<file path="src/rtl/multicycle_control.sv">
// multicycle_control: FETCH/DECODE/EXECUTE/MEM/WB sequencer for a multi-cycle RV32 subset datapath
module multicycle_control #(
  parameter int MEM_TIMEOUT = 255,
  parameter int CNT_W       = 32
) (
  input  logic             clk,
  input  logic             reset,
  input  logic [6:0]       OPcode,
  input  logic             mem_ready,
  output logic             mem_req,
  output logic             mem_we,
  output logic             i_or_d,
  output logic             ir_write,
  output logic             pc_write,
  output logic             pc_write_cond,
  output logic             alu_src_a,
  output logic [1:0]       alu_src_b,
  output logic [1:0]       ALUOp_out,
  output logic             RegWrite,
  output logic             MemtoReg,
  output logic             illegal,
  output logic             bus_err,
  output logic [CNT_W-1:0] retired
);
  typedef enum logic [3:0] {
    FETCH, DECODE, ADDR, MEM_RD, MEM_WR, LOAD_WB, EXEC_R, EXEC_I, ALU_WB, BRANCH, TRAP
  } state_t;
  localparam logic [15:0] TLIM = 16'(MEM_TIMEOUT - 1);
  state_t state, state_n;
  logic [6:0]  opc;
  logic [15:0] tcnt;
  logic        tout, retire, set_ill, set_be;
  // the stalled cycle that would bring the count to MEM_TIMEOUT is the last one allowed
  assign tout = (tcnt == TLIM) && !mem_ready;
  always_ff @(posedge clk or negedge reset)
    if (!reset) begin
      state   <= FETCH;
      opc     <= '0;
      tcnt    <= '0;
      retired <= '0;
      illegal <= 1'b0;
      bus_err <= 1'b0;
    end else begin
      state <= state_n;
      if (state == DECODE) opc <= OPcode;
      if (state_n != state || mem_ready) tcnt <= '0;
      else if (mem_req) tcnt <= tcnt + 16'd1;
      if (retire) retired <= retired + CNT_W'(1);
      if (set_ill) illegal <= 1'b1;
      if (set_be) bus_err <= 1'b1;
    end
  always_comb begin
    state_n       = state;
    mem_req       = 1'b0;
    mem_we        = 1'b0;
    i_or_d        = 1'b0;
    ir_write      = 1'b0;
    pc_write      = 1'b0;
    pc_write_cond = 1'b0;
    alu_src_a     = 1'b0;
    alu_src_b     = 2'b00;
    ALUOp_out     = 2'b00;
    RegWrite      = 1'b0;
    MemtoReg      = 1'b0;
    retire        = 1'b0;
    set_ill       = 1'b0;
    set_be        = 1'b0;
    case (state)
      FETCH: begin
        mem_req   = 1'b1;
        alu_src_b = 2'b01;
        ir_write  = mem_ready;
        pc_write  = mem_ready;
        set_be    = tout;
        state_n   = mem_ready ? DECODE : tout ? TRAP : FETCH;
      end
      DECODE: begin
        alu_src_b = 2'b10;
        case (OPcode)
          7'b0000011, 7'b0100011: state_n = ADDR;
          7'b0110011:             state_n = EXEC_R;
          7'b0010011:             state_n = EXEC_I;
          7'b1100011:             state_n = BRANCH;
          default: begin
            state_n = TRAP;
            set_ill = 1'b1;
          end
        endcase
      end
      ADDR: begin
        alu_src_a = 1'b1;
        alu_src_b = 2'b10;
        state_n   = (opc == 7'b0000011) ? MEM_RD : MEM_WR;
      end
      MEM_RD: begin
        mem_req = 1'b1;
        i_or_d  = 1'b1;
        set_be  = tout;
        state_n = mem_ready ? LOAD_WB : tout ? TRAP : MEM_RD;
      end
      MEM_WR: begin
        mem_req = 1'b1;
        mem_we  = 1'b1;
        i_or_d  = 1'b1;
        set_be  = tout;
        retire  = mem_ready;
        state_n = mem_ready ? FETCH : tout ? TRAP : MEM_WR;
      end
      LOAD_WB: begin
        RegWrite = 1'b1;
        MemtoReg = 1'b1;
        retire   = 1'b1;
        state_n  = FETCH;
      end
      EXEC_R: begin
        alu_src_a = 1'b1;
        ALUOp_out = 2'b10;
        state_n   = ALU_WB;
      end
      EXEC_I: begin
        alu_src_a = 1'b1;
        alu_src_b = 2'b10;
        ALUOp_out = 2'b10;
        state_n   = ALU_WB;
      end
      ALU_WB: begin
        RegWrite = 1'b1;
        retire   = 1'b1;
        state_n  = FETCH;
      end
      BRANCH: begin
        alu_src_a     = 1'b1;
        ALUOp_out     = 2'b01;
        pc_write_cond = 1'b1;
        retire        = 1'b1;
        state_n       = FETCH;
      end
      default: state_n = state;
    endcase
    // reset holds the state at FETCH, so its request must be masked here
    if (!reset) begin
      mem_req  = 1'b0;
      ir_write = 1'b0;
      pc_write = 1'b0;
      alu_src_b = 2'b00;
    end
  end
endmodule

</file>
<file path="config.mk">
export PLATFORM = sky130hd
export DESIGN_NAME = multicycle_control
export DESIGN_NICKNAME = d
export VERILOG_FILES = /design/src/rtl/multicycle_control.sv
export SDC_FILE = /design/constraint.sdc
export NUM_CORES = 1
export LEC_CHECK = 0
export CAP_MARGIN = 20
export CORE_UTILIZATION = 57
export CTS_CLUSTER_SIZE = 30
export DETAILED_ROUTE_END_ITERATION = 8
export PLACE_DENSITY = 0.85
export SLEW_MARGIN = 40
export SYNTH_ARGS = -nofsm -noshare
export SYNTH_HDL_FRONTEND = slang
export SYNTH_SLANG_ARGS = --single-unit
</file>
<file path="constraint.sdc">
create_clock -name clk -period 4.6 [get_ports clk]
set_clock_uncertainty 0.05 [all_clocks]
set_input_delay 1.15 -clock clk [delete_from_list [all_inputs] [get_ports clk]]
set_output_delay 1.15 -clock clk [all_outputs]
set_load 0.01 [all_outputs]
</file>
==> run summary, run 1 <==
Post-synth top area share: 45.2%
CP arrival: 2570 ps
Leakage: 1.72 nW
CP max stage delay: 640 ps
Later-pin clock latency in the skew report: 350 ps
PD cells: 443 mW/mm^2
CTS Hold Bufs: 0
Syn avg cell area: 9.75 um^2
Largest delay contributor family on the critical path: buffers and inverters
Clock share of power: 25.3%
Switch share: 37.7%
Clock root cell: clkbuf_8
Critical path type: in -> out
Synthesized area: 0.00337 mm^2
Post-synth top cells: dfrtp_1 (61), nand2_1 (52), xnor2_1 (41)
Crit share post-route: 81.9%
Die ar.: 0.00623 mm^2
First-pass GRT wire length: 12100 um
DPL Wire Length: 4920 um
First-pass DRT Iterations: 4
Fin Hold WS: 423 ps
Synthesized flop and latch total: 61
Total length of routed wires: 7190 um
Clk slew on worst S/H paths: 70 ps
Critical-path top delay cell: clkdlybuf4s50_1
GPL Wtd Cong: 0.839
Via count: 2699
Psw: 0.000691 W
Top-count cell post-synth: dfrtp_1
CTS tree: built
Maximum clock rate: 265 MHz
Post-CTS setup buffers: 0
Setup repair after global routing missed its margin: no
Total power: 0.00183 W
Io pins: 57
Comb pwr share: 35.5%
CTS Buf Count: 9
Final number of setup-violating endpoints: 0
Wire length per cell: 15.2 um
Sequential share of the synthesized area: 45.2%
Maximum buffer depth of the clock tree: 2
Synthesis warning total: 0
Total GRT Usage: 25.2%
Predominant post-synthesis flop cell: dfrtp_1
Worst-path cell chain: clkdlybuf4s50_1, and3_1, clkdlybuf4s50_1
Maximum vdd ir drop: 0.239 mV
N_diodes: 0
Fin crit period: 3770 ps
Syn Nets: 359
CORE AREA: 0.00561 mm^2
Crit path required time: 3400 ps
Initial Util: 60.2%
Part of the power in registers: 39.1%
Layout area overhead: 22.6%
Post-Syn Instances: 346
Clock Sinks: 61
Netlist cell types: 50
Iter 0 DRT Violations: 213
DRC errors left: 0
Asr flop ratio synth: 100%
Reg2reg start: state[2]$_DFF_PN0_
Critical path launch point: mem_ready
Rel. slew slack: 53.4%
Outcome: finished clean
Fin. max-slew vios: 0
Via-to-Cell Ratio: 5.71
Hold Path Class: reg -> reg
Final TNS setup: 0 ps
Number of global-route vias before repair: 2517
Port Buffer Count: 56
Critical path buffers and inverters: 2
Die width: 78.9 um
H-tree levels: 3
Int Power: 0.00114 W
Largest net degree at the start of global routing: 62
Die H: 78.9 um
PostCTS Resize Cnt: 0
Crit. End Element: output pin
Fill cells: 420
Max cap viols: 0
Layout cells sized above 1: 10.7%
Nets@finish: 409
Antenna viol nets, final: 0
Hold Path Origin: opc[4]$_DFFE_PN0P_
Worst slew pin tran: 698 ps
Gr ovfl total: 0
Critical Path Start Type: input pin
Initial antenna violation count: 0
Site Rows: 27
Worst-path maximum fanout: 9
Post-synth top area cell: dfrtp_1
Fin. Hold Viols: 0
Dominant cells by area after synthesis: dfrtp_1 (45%), xnor2_1 (11%), nand2_1 (5.8%)
Core occupancy in the finished layout: 73.8%
Most used cell, CP: clkdlybuf4s50_1
Number of synthesized flops with an enable pin: 0
-- power by group through the flow --
stage | clock, W | sequential, W | combinational, W
final | 0.000464 | 0.000717 | 0.000651
after floorplan | 0 | 0.000676 | 0.000488
after CTS | 0.000473 | 0.000713 | 0.000653
after detailed placement | 0 | 0.000724 | 0.000647
after global placement | 0 | 0.000719 | 0.000626
after global routing | 0.000496 | 0.000730 | 0.000712
-- layer usage --
| layer | vias to the layer above | part of all wire (%) | GRT usage (%) |
|---|---|---|---|
| li1 | 1310 | - | - |
| met1 | 1297 | 46 | 35.3 |
| met2 | 82 | 47 | 39.3 |
| met3 | 10 | 4.7 | 3.91 |
| met4 | 0 | 1.8 | 10.5 |
| met5 | - | 0 | 0 |
-- tightest hold or removal path: stages, from the launching register on --
cell and delay [ps]:
dfrtp_1 340, nand2_1 50, nand2_1 50
-- cell families (layout without fill, tap and decap cells) --
kind of cell,after synthesis,in the layout,share of synthesized area (%)
simple gates,176,176,29.8
xor+xnor,47,47,12.2
fa+ha+maj,4,4,1.41
compound gates,31,31,6.86
buf+inv,24,79,3.45
mux,3,3,1.04
flops,61,61,45.2
-- state kept, by name, summed over array words and instances (netlist names) --
name	cells
retired	32
tcnt	16
opc	7
state	4
bus_err	1
illegal	1
-- metrics by stage --
stage | std cells | setup WS, ps | cell area [um^2]
6_report | 473 | 831 | 4140
5_1_grt | 473 | 775 | 4140
4_1_cts | 473 | 842 | 4130
3_5_place_dp | 457 | 846 | 3940
3_3_place_gp | 457 | 867 | 3940
2_1_floorplan | 346 | 1650 | 3370
-- cell type report --
class	instances	area [um^2]	share of cell area, %
well taps	72	90.1	2.18
inverters	5	18.8	0.454
multi-input cells	261	1740	42.0
clock inverters	6	63.8	1.54
flip-flops and latches	61	1530	36.9
repair buffers	58	574	13.9
clock buffers	10	128	3.08
-- worst paths after layout --
path / to / slack (ps) / cells past startpoint
max reg2reg: retired[25]$_DFFE_PN0P_ / 1820 / 6
min reg2reg: opc[4]$_DFFE_PN0P_ / 420 / 2
max: ir_write / 830 / 3
min in group asynchronous: tcnt[7]$_DFFE_PN0P_ / 890 / 2
min: opc[4]$_DFFE_PN0P_ / 420 / 2
max in group asynchronous: retired[16]$_DFFE_PN0P_ / 3230 / 2
-- cells in the final DEF (no fill, tap or decap), types with 3 or more instances in the layout --
master / netlist / final
a21oi_1: 7 / 7
xnor2_1: 41 / 41
inv_1: 5 / 5
nor3_1: 11 / 11
nand4_1: 11 / 11
nand2b_1: 7 / 7
dfrtp_1: 61 / 61
nand3_1: 18 / 18
o21ai_0: 9 / 9
and4_1: 4 / 4
ha_1: 3 / 3
and3_1: 14 / 14
nor2_1: 19 / 19
and2_1: 5 / 5
clkdlybuf4s50_1: 0 / 55
clkbuf_8: 0 / 9
nand2_1: 52 / 52
nor4b_2: 4 / 4
nor3_2: 11 / 11
nor4_1: 6 / 6
xor2_1: 6 / 6
(Power assumes the default switching activity.)
==> run 2: changes to the inputs <==
CORE_UTILIZATION = 48   (was 57)
PLACE_DENSITY = 0.76   (was 0.85)
clock period = 3.1 ns   (was 4.6 ns; I/O delays follow)
==> run 2 against run 1 <==
  * Sequential power up 42%
  * Global-route usage down 3.5 points
  * Via count up 0.59%
  * Critical path type is now reg -> out
  * Sequential share of layout area down 1.1 points
  * Non-clock buffer count up 11
  * Critical endpoint is now mem_req
==> run summary, run 2 (same netlist as run 1, synthesis figures left out) <==
Outcome: finished clean
Core occupancy in the finished layout: 62.9%
Fin. Hold Viols: 0
CTS tree: built
Setup repair after global routing missed its margin: no
Critical path type: reg -> out
Site Rows: 30
CORE AREA: 0.00679 mm^2
Largest register by flop count: retired
Largest registers: retired (32), tcnt (16), opc (7)
Clock Sinks: 61
Crit share post-route: 95.9%
Post-CTS setup buffers: 0
Worst slew pin tran: 653 ps
Final TNS setup: 0 ps
H-tree levels: 3
Crit. End Element: output pin
Worst-path maximum fanout: 18
Worst R2R Path Depth: 6
Via count: 2715
Die ar.: 0.00737 mm^2
Worst-path cell chain: nand3b_1, a21oi_1, buf_4, clkdlybuf4s50_1
CP arrival: 2150 ps
Leakage: 1.79 nW
Fin Hold WS: 420 ps
Fin. max-slew vios: 0
Antenna viol nets, final: 0
Number of global-route vias before repair: 2610
DRC errors left: 0
Rel. slew slack: 56.4%
Max cap viols: 0
Crit path depth: 4
PD cells: 663 mW/mm^2
Fill cells: 557
Port Buffer Count: 56
Maximum buffer depth of the clock tree: 2
Most common cell after layout, fill and taps aside: dfrtp_1
Die H: 85.8 um
Initial Util: 49.7%
Largest net degree at the start of global routing: 51
Iter 0 DRT Violations: 248
Max reg flops: 32
Layout area overhead: 26.5%
Gr ovfl total: 0
Total length of routed wires: 7230 um
Crit path required time: 2270 ps
Layout cells sized above 1: 13.1%
Maximum vdd ir drop: 0.293 mV
CTS Hold Bufs: 0
Area post-placement: 0.00405 mm^2
Nets@finish: 420
Wire length per cell: 14.2 um
Clk slew on worst S/H paths: 70 ps
Total GRT Usage: 21.7%
CTS Buf Count: 9
N_diodes: 0
GPL Wtd Cong: 0.873
Final number of setup-violating endpoints: 0
Commonest non-fill, non-tap cells in the layout: dfrtp_1 (61), clkdlybuf4s50_1 (55), nand2_1 (52)
Via-to-Cell Ratio: 5.34
Largest delay contributor family on the critical path: buffers and inverters
Hold Path Class: in -> async
Critical-path top delay cell: dfrtp_1
First-pass DRT Iterations: 4
Io pins: 57
CP max stage delay: 590 ps
Clock root cell: clkbuf_8
DPL Wire Length: 5120 um
First-pass GRT wire length: 12400 um
Maximum clock rate: 336 MHz
Critical path buffers and inverters: 2
Fin crit period: 2970 ps
Critical Path Start Type: register
Later-pin clock latency in the skew report: 340 ps
Final instance area: 0.00427 mm^2
Die width: 85.8 um
Initial antenna violation count: 0
==> run 2: per-stage QoR <==
step,power [W],std cells,setup slack (ps)
6_report,0.00283,508,126
5_1_grt,0.00300,508,5.86
4_1_cts,0.00285,508,78.5
3_5_place_dp,0.00206,492,248
3_3_place_gp,0.00204,492,297
2_1_floorplan,0.00173,346,633
==> run 2: final timing paths <==
kind / from / to / slack (ps)
setup reg to reg: state[3]$_DFF_PN0_ / tcnt[4]$_DFFE_PN0P_ / 380
min in group clk: retired[31]$_DFFE_PN0P_ / retired[31]$_DFFE_PN0P_ / 420
max in group asynchronous: reset / tcnt[2]$_DFFE_PN0P_ / 1970
setup / recovery: state[2]$_DFF_PN0_ / mem_req / 130
hold reg to reg: retired[31]$_DFFE_PN0P_ / retired[31]$_DFFE_PN0P_ / 420
hold / removal: reset / opc[5]$_DFFE_PN0P_ / 420
==> run 2: timing repair <==
item / in CTS / in global routing
endpoints found under the hold margin: 0 / 0
gates resized for setup: 0 / 1
endpoints found under the setup margin: 0 / 1
==> run 2: worst register-to-register path, cell delays in order (launching register included) <==
cell	delay [ps]
dfrtp_1	580
or4b_4	630
o41ai_4	420
a221o_2	220
a21oi_2	50
a22o_4	380
nor4b_2	300
==> run 2: power breakdown <==
| part | leakage [nW] | switching, W | internal [W] | total (W) |
|---|---|---|---|---|
| registers | 0.822 | 0.000123 | 0.000900 | 0.00102 |
| logic | 0.866 | 0.000568 | 0.000459 | 0.00103 |
| clock network | 0.0985 | 0.000330 | 0.000451 | 0.000781 |
| total | 1.79 | 0.00102 | 0.00181 | 0.00283 |
==> run 2: per-layer routing <==
| metal | global-route usage, % | vias to the layer above | routed length [um] |
|---|---|---|---|
| met3 | 3.27 | 12 | 185 |
| li1 | - | 1328 | - |
| met4 | 11.1 | 0 | 142 |
| met5 | 0 | - | 0 |
| met2 | 35.3 | 51 | 3570 |
| met1 | 28.3 | 1324 | 3330 |
==> run 2: layout make-up <==
cell class,count,area [um^2],share of cell area [%]
Clock buffer,10,128,2.99
Clock inverter,6,87.6,2.05
Tap cell,96,120,2.81
Inverter,5,18.8,0.439
Multi-Input combinational cell,261,1740,40.7
Timing Repair Buffer,69,653,15.3
Sequential cell,61,1530,35.7
==> edit (config.mk and constraints of run 2) <==
Set the parameter `CNT_W` to 64 (it was 32).
--- a/src/rtl/multicycle_control.sv
+++ b/src/rtl/multicycle_control.sv
@@ -3,3 +3,3 @@
   parameter int MEM_TIMEOUT = 255,
-  parameter int CNT_W       = 32
+  parameter int CNT_W       = 64
 ) (
Ports: changed (resized retired); port bits go from 57 to 89. The function was not compared with the original's and may differ.
==> edit against run 2 <==
Area after synthesis grew 41%; routed wire length increased by 51%; sequential cell count increased by 32; worst hold slack improved by 5.1 ps; highest routed layer unchanged; final area is 41% higher; first-iteration DRC count decreased by 38%; total power grew 24%; worst setup slack improved by 7.7 ps.
==> edit: results (changes against run 2) <==
Logic synthesis
  – Commonest cells in the netlist: dfrtp_1, nand2_1, nor2_1, xnor2_1, xor2_1
  – Syn nets: 489 (+36%)
  – Register area share after synthesis: 49.04% (+3.8 points)
  – Largest cells by area after synthesis: dfrtp_1, xnor2_1, xor2_1, nand2_1, nor2_1
  – FFs w/ async S/R, synth: 100.0% (unchanged)
  – Ys Warns: 0 (unchanged)
  – Netlist cell types: 54 (+8.0%)

Clock network
  – Inserted Clock Buffers: 9 (unchanged)
  – H-tree level count: 3 (unchanged)
  – Clock-pin slew on the worst setup and hold paths: 90 ps (+20 ps)
  – Clock Latency Late Sink: 360 ps (+20 ps)

Worst hold path
  – Worst hold path type: input port to asynchronous set/reset pin

Global routing
  – Largest net degree at the start of global routing: 63 (+24%)
  – First-pass GRT wire length: 18330 µm (+48%)
  – Number of global-route vias before repair: 3846 (+47%)
  – GRT Total Usage: 22.90% (+1.2 points)

Placement
  – Final weighted congestion in routability-driven placement: 0.9623 (+10%)
  – HPWL Detailed: 7910 µm (+54%)
  – Pre-CTS setup slack: -20.07 ps (-268.2 ps)
  – Port bufs: 88 (+57%)

Setup path
  – Crit Path Max Fanout: 10 (-8)

Drt
  – Initial DRC count: 154 (-38%)
  – DRT antenna net count: 0 (unchanged)
  – Wire per inst: 15.38 µm (+8.0%)
  – First-pass DRT Iterations: 5 (+1)
  – DR vias: 3868 (+42%)

STA
  – Final hold violation count: 0 (unchanged)
  – Slew @ Worst Pin: 728.4 ps (+75.51 ps)

Finish
  – Final nets: 588 (+40%)
  – Largest regs: retired x64, tcnt x16, opc x7
  – Share of cells above drive strength 1: 9.310% (-3.8 points)

Power
  – Leakage power: 2.526 nW (+41%)
  – Maximum VDD drop: 0.5404 mV (+84%)

Status
  – Status: complete, no violations
[edit: cell types whose count changed in the layout (fill, tap and decap cells not counted), moves of 7 or more]
cell / delta
a21oi_1: +7
and3_1: -9
clkdlybuf4s50_1: +32
dfrtp_1: +32
inv_1: +9
mux2_2: +7
nand4_1: +9
nor2_1: +24
nor3_1: +12
nor3_2: -11
nor4b_1: +9
xor2_1: +28
[edit: cell families (layout without fill, tap and decap cells)]
logic type      count (synthesis)  in the layout  share of synthesized area, %
compound gates                 36             36                         4.904
xor+xnor                       78             78                         14.40
fa+ha+maj                       3              3                        0.7910
buf+inv                        31            135                         2.768
flops                          93             93                         49.04
mux                             8              8                         1.898
simple gates                  227            227                         26.21
[edit: through the flow]
stage	hold slack [ps]	cells	utilization (%)	cell area [µm²]	total power, mW
2_1_floorplan	421.6	476	-	4746	2.246
3_3_place_gp	399.2	693	61.89	5827	2.709
3_5_place_dp	408.3	693	61.89	5827	2.727
4_1_cts	422.8	709	63.89	6016	3.516
5_1_grt	451.5	709	64.00	6026	3.712
6_report	424.9	709	64.00	6026	3.499
[edit: where the power goes]
group | switching (mW) | internal [mW] | leakage (nW)
combinational | 0.700 | 0.537 | 1.20
clock | 0.460 | 0.310 | 0.0938
sequential | 0.158 | 1.33 | 1.23
[edit: area by class of cell]
cell class	count	area [µm²]
clock inverter	7	65.06
multi-input combinational	352	2290
sequential	93	2327
fill	794	3390
inverter	16	63.81
clock buffer	9	123.9
tap	129	161.4
timing repair buffer	103	994.7
[edit: what timing repair did]
item	4_1_cts	5_1_grt
resized for setup	0	2
setup endpoints to repair	0	3
hold endpoints to repair	0	0
[edit: worst max-delay path, stage by stage (launching register included)]
cell	delay (ps)
dfrtp_1	470
buf_4	220
nor2_2	180
and3_1	200
and2_1	170
clkdlybuf4s50_1	550
[edit: metal layers]
| metal | vias up | GRT usage, % | wire, µm |
|---|---|---|---|
| li1 | 1858 | - | - |
| met1 | 1905 | 31.55 | 5156 |
| met3 | 8 | 4.417 | 452 |
| met4 | 0 | 8.696 | 115 |
| met5 | - | 0 | 0 |
| met2 | 97 | 36.00 | 5176 |
[edit: worst paths after layout]
kind	cells after the start	endpoint	from	slack (ps)
min	2	opc[3]	reset	420
max	5	ir_write	state[1]	130
max reg2reg	6	tcnt[4]	state[0]	380
min reg2reg	1	bus_err	bus_err	430
max in group asynchronous	2	retired[29]	reset	2140
min in group clk	1	bus_err	bus_err	430
